File: src/rtl/riscv_pipeline_pkg.sv
// Shared definitions for the 5-stage RISC-V pipeline: ALU_Op classes, default
// widths and the cleared (bubble) control words loaded on flush.
package riscv_pipeline_pkg;

  localparam int DATA_WIDTH_DEFAULT     = 32;
  localparam int REG_ADDR_WIDTH_DEFAULT = 5;

  localparam logic [2:0] R_TYPE = 3'b000;
  localparam logic [2:0] I_TYPE = 3'b001;
  localparam logic [2:0] U_TYPE = 3'b010;
  localparam logic [2:0] B_TYPE = 3'b011;
  localparam logic [2:0] S_TYPE = 3'b100;
  localparam logic [2:0] LOAD   = 3'b101;

  typedef struct packed {
    logic alu_src;
    logic reg_write;
    logic mem_read;
    logic mem_write;
    logic mem_to_reg;
    logic branch;
  } ctrl_t;

  typedef struct packed {
    logic [2:0] alu_op;
    logic [2:0] funct3;
    logic       funct7;
  } alu_sel_t;

  localparam ctrl_t CTRL_BUBBLE = '0;

  // R_TYPE with funct3=000, funct7=0 decodes to ADD in the ALU control.
  localparam alu_sel_t ALU_SEL_BUBBLE = '{alu_op: R_TYPE, funct3: 3'b000, funct7: 1'b0};

endpackage

File: src/rtl/pipe_reg_en_clr.sv
// Generic pipeline register: async reset to zero, synchronous clear to
// CLR_VALUE (takes priority over enable), and load enable.
module pipe_reg_en_clr #(
  parameter int               WIDTH     = 1,
  parameter logic [WIDTH-1:0] CLR_VALUE = '0
) (
  input  logic             clk,
  input  logic             reset,
  input  logic             en,
  input  logic             clr,
  input  logic [WIDTH-1:0] d,
  output logic [WIDTH-1:0] q
);

  always_ff @(posedge clk or posedge reset) begin
    if (reset) begin
      q <= '0;
    end else if (clr) begin
      q <= CLR_VALUE;
    end else if (en) begin
      q <= d;
    end
  end

endmodule

File: src/rtl/id_ex_pipeline_register.sv
// ID/EX pipeline register: captures decoded control, ALU selector, operands,
// immediate, register addresses and PC; supports stall (hold) and flush (bubble).
module id_ex_pipeline_register
  import riscv_pipeline_pkg::*;
#(
  parameter int DATA_WIDTH     = DATA_WIDTH_DEFAULT,
  parameter int REG_ADDR_WIDTH = REG_ADDR_WIDTH_DEFAULT
) (
  input  logic                      clk,
  input  logic                      reset,
  input  logic                      stall_i,
  input  logic                      flush_i,
  input  logic                      valid_i,
  input  logic [DATA_WIDTH-1:0]     pc_i,
  input  logic [DATA_WIDTH-1:0]     rs1_data_i,
  input  logic [DATA_WIDTH-1:0]     rs2_data_i,
  input  logic [DATA_WIDTH-1:0]     imm_i,
  input  logic [REG_ADDR_WIDTH-1:0] rs1_addr_i,
  input  logic [REG_ADDR_WIDTH-1:0] rs2_addr_i,
  input  logic [REG_ADDR_WIDTH-1:0] rd_addr_i,
  input  logic [2:0]                alu_op_i,
  input  logic [2:0]                funct3_i,
  input  logic                      funct7_i,
  input  logic                      alu_src_i,
  input  logic                      reg_write_i,
  input  logic                      mem_read_i,
  input  logic                      mem_write_i,
  input  logic                      mem_to_reg_i,
  input  logic                      branch_i,
  output logic                      valid_o,
  output logic [DATA_WIDTH-1:0]     pc_o,
  output logic [DATA_WIDTH-1:0]     rs1_data_o,
  output logic [DATA_WIDTH-1:0]     rs2_data_o,
  output logic [DATA_WIDTH-1:0]     imm_o,
  output logic [REG_ADDR_WIDTH-1:0] rs1_addr_o,
  output logic [REG_ADDR_WIDTH-1:0] rs2_addr_o,
  output logic [REG_ADDR_WIDTH-1:0] rd_addr_o,
  output logic [2:0]                alu_op_o,
  output logic [2:0]                funct3_o,
  output logic                      funct7_o,
  output logic                      alu_src_o,
  output logic                      reg_write_o,
  output logic                      mem_read_o,
  output logic                      mem_write_o,
  output logic                      mem_to_reg_o,
  output logic                      branch_o
);

  // valid_o marks a real instruction in EX. A load with valid_i=0 is handled
  // exactly like a flush, so a bubble never carries a side-effect control.
  logic load_en;
  logic bubble;
  assign load_en = ~stall_i;
  assign bubble  = flush_i | (~stall_i & ~valid_i);

  ctrl_t    ctrl_d, ctrl_q;
  alu_sel_t sel_d, sel_q;

  assign ctrl_d = '{alu_src: alu_src_i, reg_write: reg_write_i, mem_read: mem_read_i,
                    mem_write: mem_write_i, mem_to_reg: mem_to_reg_i, branch: branch_i};
  assign sel_d  = '{alu_op: alu_op_i, funct3: funct3_i, funct7: funct7_i};

  pipe_reg_en_clr #(.WIDTH($bits(ctrl_t)), .CLR_VALUE(CTRL_BUBBLE)) u_ctrl (
    .clk(clk), .reset(reset), .en(load_en), .clr(bubble), .d(ctrl_d), .q(ctrl_q)
  );

  pipe_reg_en_clr #(.WIDTH($bits(alu_sel_t)), .CLR_VALUE(ALU_SEL_BUBBLE)) u_alu_sel (
    .clk(clk), .reset(reset), .en(load_en), .clr(bubble), .d(sel_d), .q(sel_q)
  );

  pipe_reg_en_clr #(.WIDTH(3 * DATA_WIDTH)) u_data (
    .clk(clk), .reset(reset), .en(load_en), .clr(bubble),
    .d({rs1_data_i, rs2_data_i, imm_i}),
    .q({rs1_data_o, rs2_data_o, imm_o})
  );

  pipe_reg_en_clr #(.WIDTH(3 * REG_ADDR_WIDTH)) u_addr (
    .clk(clk), .reset(reset), .en(load_en), .clr(bubble),
    .d({rs1_addr_i, rs2_addr_i, rd_addr_i}),
    .q({rs1_addr_o, rs2_addr_o, rd_addr_o})
  );

  pipe_reg_en_clr #(.WIDTH(DATA_WIDTH)) u_pc (
    .clk(clk), .reset(reset), .en(load_en), .clr(bubble), .d(pc_i), .q(pc_o)
  );

  pipe_reg_en_clr #(.WIDTH(1)) u_valid (
    .clk(clk), .reset(reset), .en(load_en), .clr(bubble), .d(valid_i), .q(valid_o)
  );

  assign alu_src_o    = ctrl_q.alu_src;
  assign reg_write_o  = ctrl_q.reg_write;
  assign mem_read_o   = ctrl_q.mem_read;
  assign mem_write_o  = ctrl_q.mem_write;
  assign mem_to_reg_o = ctrl_q.mem_to_reg;
  assign branch_o     = ctrl_q.branch;
  assign alu_op_o     = sel_q.alu_op;
  assign funct3_o     = sel_q.funct3;
  assign funct7_o     = sel_q.funct7;

endmodule
File: config.mk
export PLATFORM = sky130hd
export DESIGN_NAME = id_ex_pipeline_register
export DESIGN_NICKNAME = d
export VERILOG_FILES = /design/src/rtl/riscv_pipeline_pkg.sv /design/src/rtl/pipe_reg_en_clr.sv /design/src/rtl/id_ex_pipeline_register.sv
export SDC_FILE = /design/constraint.sdc
export NUM_CORES = 1
export LEC_CHECK = 0
export BUFFER_PORTS_ARGS = -buffer_cell sky130_fd_sc_hd__buf_2
export CORE_MARGIN = 3
export CORE_UTILIZATION = 35
export DETAILED_ROUTE_END_ITERATION = 8
export PLACE_DENSITY = 0.66
export SYNTH_ARGS = -nofsm -noshare
export SYNTH_HDL_FRONTEND = slang
export SYNTH_SLANG_ARGS = --single-unit
File: constraint.sdc
create_clock -name clk -period 6.8 [get_ports clk]
set_clock_uncertainty 0.2 [all_clocks]
set_input_delay 1.36 -clock clk [delete_from_list [all_inputs] [get_ports clk]]
set_output_delay 1.36 -clock clk [all_outputs]
set_load 0.01 [all_outputs]
==> summary.txt <==
Detailed routing
  • Vias per cell: 5.184
  • Drt total wl: 18,800 um
  • Via count: about 5.5k
  • Met2 WL post-DR: between 9000 and 10,000 um
  • Detailed-route DRC error count: 0
  • Initial drt markers: ~330
  • Met3 Wirelength: roughly 1400 um
  • Routed length on met1: between 7000 and 8000 um
  • Drt pass-1 iters: 4
  • Avg WL per Cell: approximately 18 um
  • Antenna Nets Post-Route: 0
  • Highest layer used for signal routing: met5

Synthesis
  • EDFF count, synth: 0
  • Commonest cells in the netlist: dfrtp_1, a21oi_1, nand2_1, nand3b_1, a32o_1
  • Post-synth ARST share: 1.000
  • Syn_area_per_cell: 11.74 um2
  • Cell area after synthesis: 0.006326 mm2
  • Synth Flop Type: dfrtp_1
  • Post-synthesis sequential area ratio: 0.6210
  • Yosys top cell area share: 0.6210
  • Synthesized flop and latch total: about 160
  • Netlist cell types: 16
  • Post-Synthesis Net Count: 700
  • Post-synth top area cell: dfrtp_1
  • Synth Instances: 539
  • Most common cell in the netlist: dfrtp_1
  • Area contributors post-synth: dfrtp_1, a32o_1, nand3b_1, a21oi_1, nand2_1
  • Synthesis Warnings: 0

CTS
  • CTS buffer count: 17
  • Clock Tree Buf Depth: 2
  • H-tree depth: 4
  • Root buffer cell: clkbuf_16
  • # clock sinks: 157
  • TritonCTS clock tree: done
  • Clk slew on worst S/H paths: 0.06 ns
  • Post-CTS Setup Inserts: 0
  • Worst-Skew Late Latency: 0.42 ns
  • Hold-fix buffer count after cts: 0
  • Post_cts resized: 0

Hold path
  • Worst Hold End: u_data.q[30]
  • Worst Hold Class: flop to flop
  • Hold path cells: 1
  • Min-delay src: u_data.q[30]

Placement
  • Gpl congestion: ~0.77
  • I/O Buffers: 317
  • Inst Count DP: 1,026
  • Post-DP HPWL: 12,450 um

Layout
  • Layout fillers: 1,606
  • Register area: between 0.003 and 0.004 mm2
  • Final core occ: 0.4909
  • Finished Layout Cells: 1,058
  • Fraction of layout cells with a size suffix above 1: 0.4310
  • Multi-input combinational cell area: about 0.0021 mm2
  • Diodes inserted: 0
  • Fin nets: just under 1k
  • Synth-to-Final Area Change: 35.62%

GRT
  • Largest net degree at the start of global routing: 110
  • Congestion Overflow GR: 0
  • First-pass GRT wire length: 29,560 um
  • GRT Total Usage: 0.1861
  • Vias in the first global route: between 5k and 6k
  • Initial antenna violation count: 2

Critical path
  • R2R setup slack: between 5 and 6 ns
  • WP data required: between 6 and 7 ns
  • Critical path class: primary input to flop
  • Worst reg2reg endpoint: u_addr.q[13]
  • Startpoint Class: primary input
  • Worst-path maximum fanout: 95
  • Reg-to-Reg Start: u_addr.q[13]
  • Crit path arrival time: 3.46 ns
  • Cell count of the worst reg-to-reg path: 1
  • Setup crit end kind: flop

Timing
  • Final min period: 3.309 ns
  • Fmax: approximately 0.3 GHz
  • Worst slew pin tran: approximately 1.1 ns
  • Relative slew margins: 0.2463
  • Setup_tns: 0 ns
  • Final Max Slew Viols: 0
  • Final hold vios: 0
  • RSZ-0062 raised after global routing: false
  • Final period utilization: 0.4867
  • Setup violations, final: 0

Power and ir drop
  • Power Density: between 200 and 300 mW/mm2
  • Leak: approximately 0.0044 uW
  • Maximum vdd drop: approximately 0.16 mV

Floorplanning
  • Row count: 48
  • DIE AREA: between 0.015 and 0.02 mm2
  • Initial Util: 0.3620
  • Die Span Y: 140.4 um
  • Core ar.: 0.01748 mm2
  • Die W: between 100 and 150 um
  • Ports: 318

Status
  • Status: complete, no violations

Job
  • Max-Cap Viols: 0
## per-layer routing
metal	track usage	vias up
met2	0.2901	203
met3	0.06077	31
met1	0.2445	2715
met5	0	-
li1	-	2532
met4	0.06578	4
## kinds of logic after synthesis
kind of cell | after synthesis | share of synthesized area
AO/OA/AOI/OAI | 156 | 0.1843
buffers and inverters | 63 | 0.04885
flip-flops | 157 | 0.6210
multiplexers | 1 | 0.001582
AND/OR/NAND/NOR | 162 | 0.1442
## how the worst max path moves through the flow
stage              endpoint     from  cells past startpoint  slack, ns
2_1_floorplan   u_addr.q[0]    reset                      1       1.01
3_3_place_gp   u_data.q[22]  stall_i                      4       3.07
3_5_place_dp   u_addr.q[13]  stall_i                      4       3.06
4_1_cts        u_addr.q[13]  stall_i                      4       3.52
5_1_grt        u_addr.q[13]  stall_i                      4       3.31
6_report       u_addr.q[13]  stall_i                      4       3.49
## metrics by stage
stage	hold WS [ns]	setup WS [ns]	power [uW]	area, um2
3_3_place_gp	0.2691	3.068	1229	7958
6_report	0.2868	3.491	2215	8579
5_1_grt	0.3011	3.311	2305	8579
4_1_cts	0.2901	3.517	2242	8579
3_5_place_dp	0.2755	3.060	1232	7958
2_1_floorplan	0.3323	1.005	1124	6326
## worst max-delay path, cell delays in order
cell and delay [ns]:
buf_4 0.61, nor2b_4 0.64, buf_4 0.58, a32o_1 0.22
## flip-flops by register name (all words and copies together), names as in the netlist
signal       flops
u_alu_sel.q      7
u_addr.q        15
u_ctrl.q         6
u_data.q        96
u_pc.q          32
u_valid.q        1
## area by class of cell
type | instances | area share
flip-flops and latches | 157 | 0.4579
multi-input cells | 319 | 0.2449
repair buffers | 323 | 0.1905
clock buffers | 18 | 0.05119
well taps | 225 | 0.03281
clock inverters | 14 | 0.02129
inverters | 2 | 0.001458
## where the power goes
part	internal, uW	total (uW)	switching [uW]
clock	596	1000	408
combinational	92.7	224	132
sequential	968	986	17.9
## cells in the final DEF, fill, tap and decap left out
cell type / count
clkinvlp_4: 4
clkinv_2: 1
nor2b_4: 2
nor2_1: 2
nand3b_1: 79
inv_8: 2
clkbuf_16: 17
buf_4: 7
buf_2: 316
a21oi_1: 79
nand2_1: 79
dfrtp_1: 157
mux2i_1: 1
inv_6: 4
clkbuf_8: 1
inv_2: 1
clkinv_4: 1
a32o_1: 77
bufinv_16: 3
Note: power is estimated with default switching activity, not from simulation.
